## src/rtl/fp_div_pkg.sv

```systemverilog
// Shared types and constants for the sequential fixed-point divider.
package fp_div_pkg;

  typedef enum logic [1:0] {
    IDLE = 2'd0,
    RUN  = 2'd1,
    DONE = 2'd2
  } fp_div_state_e;

  function automatic int FP_DIV_ITERS(input int width, input int frac);
    return width + frac;
  endfunction

  // All-ones pattern of the requested width, e.g. the largest representable quotient.
  function automatic logic [63:0] fp_div_all_ones(input int width);
    logic [63:0] v;
    v = '0;
    for (int i = 0; i < 64; i++) begin
      if (i < width) v[i] = 1'b1;
    end
    return v;
  endfunction

endpackage

```

## src/rtl/fp_div_step.sv

```systemverilog
// One restoring-division step: shift in a dividend bit, subtract the divisor if it fits.
module fp_div_step
  import fp_div_pkg::*;
#(
  parameter int WIDTH = 32
) (
  input  logic [WIDTH:0]   rem_i,
  input  logic             bit_i,
  input  logic [WIDTH-1:0] div_i,
  output logic [WIDTH:0]   rem_o,
  output logic             q_o
);

  logic [WIDTH+1:0] shifted;
  logic [WIDTH+1:0] div_ext;

  assign shifted = {rem_i, bit_i};
  assign div_ext = {2'b00, div_i};
  assign q_o     = (shifted >= div_ext);
  assign rem_o   = q_o ? (WIDTH+1)'(shifted - div_ext) : (WIDTH+1)'(shifted);

endmodule

```

## src/rtl/fp_div_seq.sv

```systemverilog
// Sequential unsigned fixed-point restoring divider, one quotient bit per cycle.
// Define FP_DIV_SAT_EN to saturate the quotient to all ones on overflow.
//
// state | meaning
// IDLE  | waiting for go
// RUN   | iterating, one quotient bit per edge
// DONE  | results registered, done high for this cycle
module fp_div_seq
  import fp_div_pkg::*;
#(
  parameter int WIDTH      = 32,
  parameter int INT_WIDTH  = 16,
  parameter int FRAC_WIDTH = 16
) (
  input  logic             clk_i,
  input  logic             reset_ni,
  input  logic             go_i,
  input  logic [WIDTH-1:0] left_i,
  input  logic [WIDTH-1:0] right_i,
  output logic [WIDTH-1:0] out_quotient_o,
  output logic [WIDTH-1:0] out_remainder_o,
  output logic             done_o,
  output logic             overflow_o,
  output logic             div_by_zero_o
);

  localparam int N  = FP_DIV_ITERS(WIDTH, FRAC_WIDTH);
  localparam int CW = $clog2(N);
  localparam logic [CW-1:0] LAST     = CW'(N - 1);
  localparam logic [63:0]   SAT_FULL = fp_div_all_ones(INT_WIDTH + FRAC_WIDTH);

  fp_div_state_e    state_q, state_d;
  logic [CW-1:0]    cnt_q, cnt_d;
  logic [N-1:0]     dvd_q, dvd_d;
  logic [WIDTH:0]   rem_q, rem_d;
  logic [N-2:0]     quo_q, quo_d;   // bits shifted so far; the last bit comes straight from the step
  logic [WIDTH-1:0] div_q, div_d;
  logic [WIDTH-1:0] oq_q, oq_d;
  logic [WIDTH-1:0] or_q, or_d;
  logic             ovf_q, ovf_d;
  logic             dbz_q, dbz_d;

  logic [WIDTH:0]   step_rem;
  logic             step_q;
  logic [N-1:0]     q_full;
  logic             q_ovf;

  fp_div_step #(.WIDTH(WIDTH)) u_step (
    .rem_i (rem_q),
    .bit_i (dvd_q[N-1]),
    .div_i (div_q),
    .rem_o (step_rem),
    .q_o   (step_q)
  );

  assign q_full = {quo_q, step_q};
  assign q_ovf  = |q_full[N-1:WIDTH];

  always_comb begin
    state_d = state_q;
    cnt_d   = cnt_q;
    dvd_d   = dvd_q;
    rem_d   = rem_q;
    quo_d   = quo_q;
    div_d   = div_q;
    oq_d    = oq_q;
    or_d    = or_q;
    ovf_d   = ovf_q;
    dbz_d   = dbz_q;
    case (state_q)
      IDLE, DONE: begin
        state_d = IDLE;
        if (go_i) begin
          if (right_i != '0) begin
            state_d = RUN;
            div_d   = right_i;
            dvd_d   = {left_i, {FRAC_WIDTH{1'b0}}};
            rem_d   = '0;
            quo_d   = '0;
            cnt_d   = '0;
          end else begin
            state_d = DONE;
            oq_d    = SAT_FULL[WIDTH-1:0];
            or_d    = left_i;
            ovf_d   = 1'b0;
            dbz_d   = 1'b1;
          end
        end
      end
      RUN: begin
        dvd_d = {dvd_q[N-2:0], 1'b0};
        rem_d = step_rem;
        quo_d = q_full[N-2:0];
        cnt_d = cnt_q + CW'(1);
        if (cnt_q == LAST) begin
          state_d = DONE;
`ifdef FP_DIV_SAT_EN
          oq_d    = q_ovf ? SAT_FULL[WIDTH-1:0] : q_full[WIDTH-1:0];
`else
          oq_d    = q_full[WIDTH-1:0];
`endif
          or_d    = step_rem[WIDTH-1:0];
          ovf_d   = q_ovf;
          dbz_d   = 1'b0;
        end
      end
      default: state_d = IDLE;
    endcase
  end

  always_ff @(posedge clk_i or negedge reset_ni) begin
    if (!reset_ni) begin
      state_q <= IDLE;
      cnt_q   <= '0;
      dvd_q   <= '0;
      rem_q   <= '0;
      quo_q   <= '0;
      div_q   <= '0;
      oq_q    <= '0;
      or_q    <= '0;
      ovf_q   <= 1'b0;
      dbz_q   <= 1'b0;
    end else begin
      state_q <= state_d;
      cnt_q   <= cnt_d;
      dvd_q   <= dvd_d;
      rem_q   <= rem_d;
      quo_q   <= quo_d;
      div_q   <= div_d;
      oq_q    <= oq_d;
      or_q    <= or_d;
      ovf_q   <= ovf_d;
      dbz_q   <= dbz_d;
    end
  end

  assign done_o          = (state_q == DONE);
  assign out_quotient_o  = oq_q;
  assign out_remainder_o = or_q;
  assign overflow_o      = ovf_q;
  assign div_by_zero_o   = dbz_q;

endmodule

```

## config.mk

```make
export PLATFORM = sky130hd
export DESIGN_NAME = fp_div_seq
export DESIGN_NICKNAME = d
export VERILOG_FILES = /design/src/rtl/fp_div_pkg.sv /design/src/rtl/fp_div_step.sv /design/src/rtl/fp_div_seq.sv
export SDC_FILE = /design/constraint.sdc
export NUM_CORES = 1
export LEC_CHECK = 0
export CAP_MARGIN = 20
export CORE_AREA = 10 10 147 149
export DETAILED_ROUTE_END_ITERATION = 16
export DIE_AREA = 0 0 157 159
export PLACE_DENSITY = 0.95
export SLEW_MARGIN = 20
export SYNTH_ARGS = -nofsm -noshare
export SYNTH_HDL_FRONTEND = slang
export SYNTH_SLANG_ARGS = --single-unit
export TNS_END_PERCENT = 5
```

## constraint.sdc

```tcl
create_clock -name clk_i -period 8.5 [get_ports clk_i]
set_input_delay 2.125 -clock clk_i [delete_from_list [all_inputs] [get_ports clk_i]]
set_output_delay 2.125 -clock clk_i [all_outputs]
set_load 0.02 [all_outputs]
```

==> key figures, run 1 <==
Run status
  • Status: finished, final reports clean

Clock tree
  • TritonCTS Buffers: 22
  • Worst-Skew Late Latency: 520 ps
  • Worst-path clk slew: ~60 ps
  • Root buffer cell: clkbuf_16
  • Clk sink count: 218
  • CTS tree: yes
  • CTS Hold Bufs: 0
  • Setup bufs post-CTS: 0
  • Clock buffer depth: 3
  • H-tree depth: 1
  • Post-CTS sizing: 0

Logic synthesis
  • Yosys reg bits: ~220
  • Avg Inst Size Synth: 8.92 sq um
  • Yosys warning count: 0
  • Seq/Total Area, Yosys: 49.7%
  • Area contributors post-synth: dfrtp_1 (50%), nand2_1 (8.2%), o21ai_0 (7.6%)
  • FFs w/ async S/R, synth: 100%
  • Cell accounting for the most synthesized area: dfrtp_1
  • Post-synth top area share: 49.7%
  • Main synth FF type: dfrtp_1
  • Cell area after synthesis: 11000 sq um
  • Mapped Cells: 1230
  • Distinct cells, synth: 57
  • Post-synth EDFFs: 0
  • Synthesized Nets: 1331

Drt
  • Vias: 9404
  • First drt pass iteration count: 7
  • DRC violations left: 0
  • WL final: between 20 and 30 mm
  • DR vias/cell: approximately 6
  • Antenna-violating nets left: 0
  • Drt first-iter violations: 849
  • Per-cell routed wire length: 19.0 um

Global route
  • Gr ovfl total: 0
  • Overall Global Routing Usage: about a quarter
  • First-pass GRT wire length: roughly 48 mm
  • Initial antenna violation count: 1
  • Vias in the first global route: 9366
  • Largest net degree at the start of global routing: 130

STA
  • Unrepaired setup endpoints after global routing: false
  • Count of final hold-check violations: 0
  • Fmax achieved: 199 MHz
  • Worst slew pin tran: between 1000 and 1500 ps
  • Worst rel slew slack: 27.5%
  • Setup tns final: 0 ps
  • Min cycle time layout: 5010 ps
  • Final setup viols: 0
  • Fin crit share: 59.0%
  • Skew final: 15.5 ps
  • Final Max Tran Viols: 0

Floorplan
  • Initial Util: between 50% and 60%
  • Row count: 50
  • Placeable core region: 18600 sq um
  • Die H: 159 um
  • Die W: 157 um
  • Num ports: 134
  • Die area: 25000 sq um

Placement
  • Hpwl dp: 20.4 mm
  • Gp weighted congestion: 0.919
  • # port buffers: around 130

Setup path
  • R2r worst-path depth: 13
  • Worst setup EP type: flop
  • CP Data Arrival Time: 5400 ps
  • Startpoint types: input port
  • WP data required: about 8900 ps
  • CP Class: input port to flop
  • CP max FO: 75

Job
  • Max_cap viols: 0

Finish
  • Most frequent cells in the layout: nand2_1 (240), dfrtp_1 (218), o21ai_0 (167), clkdlybuf4s50_1 (132), nor2_1 (102)
  • Storage cell area: 5460 sq um
  • Layout area overhead: 19.8%
  • Fin nets: 1424
  • Commonest non-fill, non-tap cell in the layout: nand2_1
  • Layout cell share with drive strength beyond 1: 5.15%
  • Multi-input logic area: 5100 sq um
  • Antenna Cells: 0
  • Fill cells: 1322

Power and ir drop
  • Total power draw: 6170 uW
  • Leakage: approximately 0.0057 uW
  • Pwr/cell area: 470 nW/um^2
  • Max VDD drop: around 0.24 mV

Hold path
  • WHS Path Cells: 2
  • Hold WC Path Type: flop to flop
-- logic make-up after synthesis --
group / synth area share [%]
flip-flops: 49.7
XOR/XNOR: 2.31
buffers and inverters: 4.13
AO/OA/AOI/OAI: 17.9
multiplexers: 4.30
adder cells (fa/ha/maj): 3.95
AND/OR/NAND/NOR: 17.7
-- synth_stat cells (all sizes together), types with 3 or more instances --
library cell,instances
nor2,104
nand2,240
mux2i,46
nor2b,5
o21a,5
nor3,38
nand3,14
a31oi,11
a21o,36
xor2,7
o31ai,5
o21ai,179
ha,33
inv,38
nor4,17
dfrtp,218
a211oi,11
nand2b,3
buf,18
clkbuf,58
or2,3
xnor2,22
nand4,9
o211ai,6
and3,6
o21bai,4
or3,7
a21oi,63
-- cell type report --
| type | count | share of cell area (%) |
|---|---|---|
| clock buffers | 33 | 4.73 |
| repair buffers | 145 | 11.1 |
| inverters | 39 | 1.11 |
| well taps | 234 | 2.23 |
| multi-input cells | 897 | 38.8 |
| clock inverters | 7 | 0.476 |
| flip-flops and latches | 218 | 41.5 |
-- state kept, by name, summed over array words and instances (netlist names) --
signal and count:
quo_q 47, state_q 2, div_by_zero_o 1, div_q 32, out_remainder_o 32, out_quotient_o 32, cnt_q 6, overflow_o 1
rem_q 33, dvd_q 32
-- worst max-delay path, stage by stage --
cell and delay [ps]:
clkdlybuf4s50_1 430, nor4_1 330, nand2_1 80, nor4_1 840, and3b_1 530, nor2_4 50
buf_4 360, or3_1 420, o21ai_0 130, a21oi_1 70
-- metal layers --
| metal | vias up | GRT usage [%] | wire length [um] |
|---|---|---|---|
| li1 | 4420 | - | - |
| met1 | 4537 | 31.8 | 12600 |
| met2 | 389 | 36.8 | 14000 |
| met3 | 56 | 4.80 | 2410 |
| met4 | 2 | 6.65 | 809 |
| met5 | - | 0 | 13 |
-- stage by stage --
step / cell area [sq um] / hold WS, ps / std cells / util, % / setup WS [ps]
4_1_cts: 13100 / 480 / 1571 / 70.5 / 3530
3_3_place_gp: 12400 / 456 / 1531 / 66.8 / 3250
3_5_place_dp: 12400 / 465 / 1531 / 66.8 / 3120
6_report: 13100 / 475 / 1573 / 70.7 / 3490
5_1_grt: 13100 / 501 / 1573 / 70.7 / 3400
2_1_floorplan: 11000 / 449 / 1230 / - / 4530
-- worst paths after layout --
path                        startpoint                   to  slack, ps
min reg2reg                  dvd_q[39]            dvd_q[40]        480
min in group asynchronous     reset_ni             rem_q[1]       1500
max in group asynchronous     reset_ni   out_remainder_o[1]       5530
min                          dvd_q[39]            dvd_q[40]        480
max reg2reg                  dvd_q[47]  out_remainder_o[16]       4590
max                        right_i[31]  out_remainder_o[25]       3490
-- power by group --
| part | internal [uW] | switching, uW | total [uW] |
|---|---|---|---|
| clock network | 512 | 409 | 921 |
| registers | 1470 | 301 | 1770 |
| logic | 1380 | 2100 | 3480 |
| total | 3360 | 2810 | 6170 |
Note: power is estimated with default switching activity, not from simulation.
==> run 2: changes to the inputs <==
CORE_AREA = 10 10 151 153   (was 10 10 147 149)
DIE_AREA = 0 0 161 163   (was 0 0 157 159)
PLACE_DENSITY = 0.91   (was 0.95)
clock period = 4.9 ns   (was 8.5 ns; I/O delays follow)
==> run 2 against run 1 <==
Compared with the run above: clock power up 80%; clock skew down 0.51 ps; design area increased by 0.66%; via count shrank 0.28%; sequential cell count is the same; global-route usage fell by 1.5 points; die area rose by 5.1%; combinational power is 74% higher; sequential power is 73% higher; clock-buffer cell count up 2; sequential share of layout area shrank 0.27 points; cell count grew 2.5%; highest routed layer unchanged.
==> key figures, run 2 (synthesis results as in run 1) <==
Finish
  • Fill cells: 1568
  • Post-route design area: between 10000 and 15000 sq um
  • Fin nets: between 1000 and 1500
  • Max reg flops: 47
  • Reg with most FFs: quo_q
  • Layout cell share with drive strength beyond 1: 5.22%
  • Layout area overhead: 20.6%
  • Commonest non-fill, non-tap cell in the layout: nand2_1
  • Most frequent cells in the layout: nand2_1 (240), dfrtp_1 (218), o21ai_0 (167), clkdlybuf4s50_1 (132), nor2_1 (102)
  • Largest regs: quo_q (47), rem_q (33)

Clock tree
  • CTS Hold Bufs: 0
  • TritonCTS Buffers: 23
  • Setup bufs post-CTS: 0
  • H-tree depth: 1
  • Post-CTS sizing: 0
  • Worst-path clk slew: 60 ps
  • CTS tree: yes
  • Clk sink count: 218
  • Worst-Skew Late Latency: 510 ps
  • Root buffer cell: clkbuf_16
  • Clock buffer depth: 3

Drt
  • DRC violations left: 0
  • DR WL met3: 2.95 mm
  • DR vias/cell: between 5 and 6
  • First drt pass iteration count: 6
  • Vias: between 9000 and 10000
  • Metal2 WL: 13.5 mm
  • WL final: 29.5 mm
  • Antenna-violating nets left: 0
  • Drt first-iter violations: 795
  • Metal-1 WL: roughly 12 mm
  • Max Used Layer: met5
  • Per-cell routed wire length: 18.3 um

Power and ir drop
  • Combinational power share: 56.2%
  • Sw frac: 45.2%
  • Sequential power share: between 20 and 30%
  • Total power draw: 10800 uW
  • Cell internal pwr: 5900 uW
  • Clock Power Share: 15.4%
  • Leakage: around 0.0057 uW
  • Pwr/cell area: 814 nW/um^2
  • Sw power: ~4900 uW
  • Max VDD drop: 0.424 mV

Global route
  • Overall Global Routing Usage: 21.8%
  • Gr ovfl total: 0
  • Initial antenna violation count: 4
  • Largest net degree at the start of global routing: roughly 120
  • First-pass GRT wire length: about 48 mm
  • Vias in the first global route: 9302

Floorplan
  • Die area: 26200 sq um
  • Num ports: 134
  • Die W: 161 um
  • Initial Util: 55.1%
  • Placeable core region: around 20000 sq um
  • Row count: 52
  • Die H: between 150 and 200 um

Setup path
  • Reg2Reg Setup Slack: 970 ps
  • WP data required: ~5300 ps
  • Crit path cell chain: inv_1 > ha_1 > inv_1 > fa_1 > a21o_1 > a221oi_4 > o221ai_2 > o2111ai_1 > nand3_2 > buf_4 > o21ai_0 > a21oi_1 > a21o_1
  • CP Data Arrival Time: 4340 ps
  • CP Class: flop to flop
  • Worst setup EP type: flop
  • Worst path max stage delay: 520 ps
  • CP max-delay cell: nand3_2
  • CP max FO: 21
  • Startpoint types: flop

STA
  • Unrepaired setup endpoints after global routing: false
  • Fin crit share: 80.3%
  • Final Max Tran Viols: 0
  • Worst rel slew slack: 32.6%
  • Fmax achieved: 254 MHz
  • Count of final hold-check violations: 0
  • Worst slew pin tran: about 1000 ps
  • Min cycle time layout: 3930 ps
  • Setup tns final: 0 ps
  • Final setup viols: 0
  • Skew final: 15.0 ps

Job
  • Max_cap viols: 0

Run status
  • Status: finished, final reports clean

Placement
  • Hpwl dp: around 21 mm
  • Post-place instance area: roughly 13000 sq um
  • Gp weighted congestion: just under 1
  • # port buffers: ~130

Hold path
  • Hold WC Path Type: flop to flop
==> run 2: final timing paths <==
kind	from	to	cells past startpoint
min	dvd_q[19]	dvd_q[20]	2
min in group asynchronous	reset_ni	out_remainder_o[6]	1
min reg2reg	dvd_q[19]	dvd_q[20]	2
max reg2reg	dvd_q[47]	out_remainder_o[0]	13
max in group asynchronous	reset_ni	div_q[26]	2
max	dvd_q[47]	out_remainder_o[0]	13
==> run 2: cell type report <==
cell class                 count  area [sq um]  area share, %
sequential                   218          5460           41.2
multi-input combinational    897          5110           38.6
timing repair buffer         146          1470           11.1
clock buffer                  35           651           4.92
tap                          270           338           2.55
inverter                      39           146           1.11
clock inverter                 6          58.8          0.444
antenna                        2          5.00         0.0378
==> run 2: power groups by stage <==
stage	clock, uW	sequential, uW	combinational, uW
6_report	1660	3060	6050
5_1_grt	1750	3130	6700
4_1_cts	1680	3050	6000
3_5_place_dp	0	3060	5920
3_3_place_gp	0	3030	5710
2_1_floorplan	0	3090	4220
==> run 2: per-stage QoR <==
step	setup WS, ps	utilization [%]	hold WS (ps)	instances
4_1_cts	1030	66.4	471	1611
3_5_place_dp	565	62.9	464	1570
3_3_place_gp	772	62.8	456	1570
5_1_grt	784	66.4	497	1611
6_report	966	66.5	466	1613
2_1_floorplan	1830	-	449	1230
==> run 2: critical path: cells and delay by family, from the launching register on <==
family / cells / cell delay [ps]
AO/OA/AOI/OAI: 7 / 1740
buffers and inverters: 3 / 570
adder cells (fa/ha/maj): 2 / 570
flip-flops: 1 / 420
AND/OR/NAND/NOR: 1 / 520
==> run 2: metal layers <==
metal | global-route usage (%) | vias up
met4 | 6.70 | 2
met2 | 34.9 | 372
met5 | 0 | -
li1 | - | 4438
met1 | 27.9 | 4500
met3 | 6.90 | 66
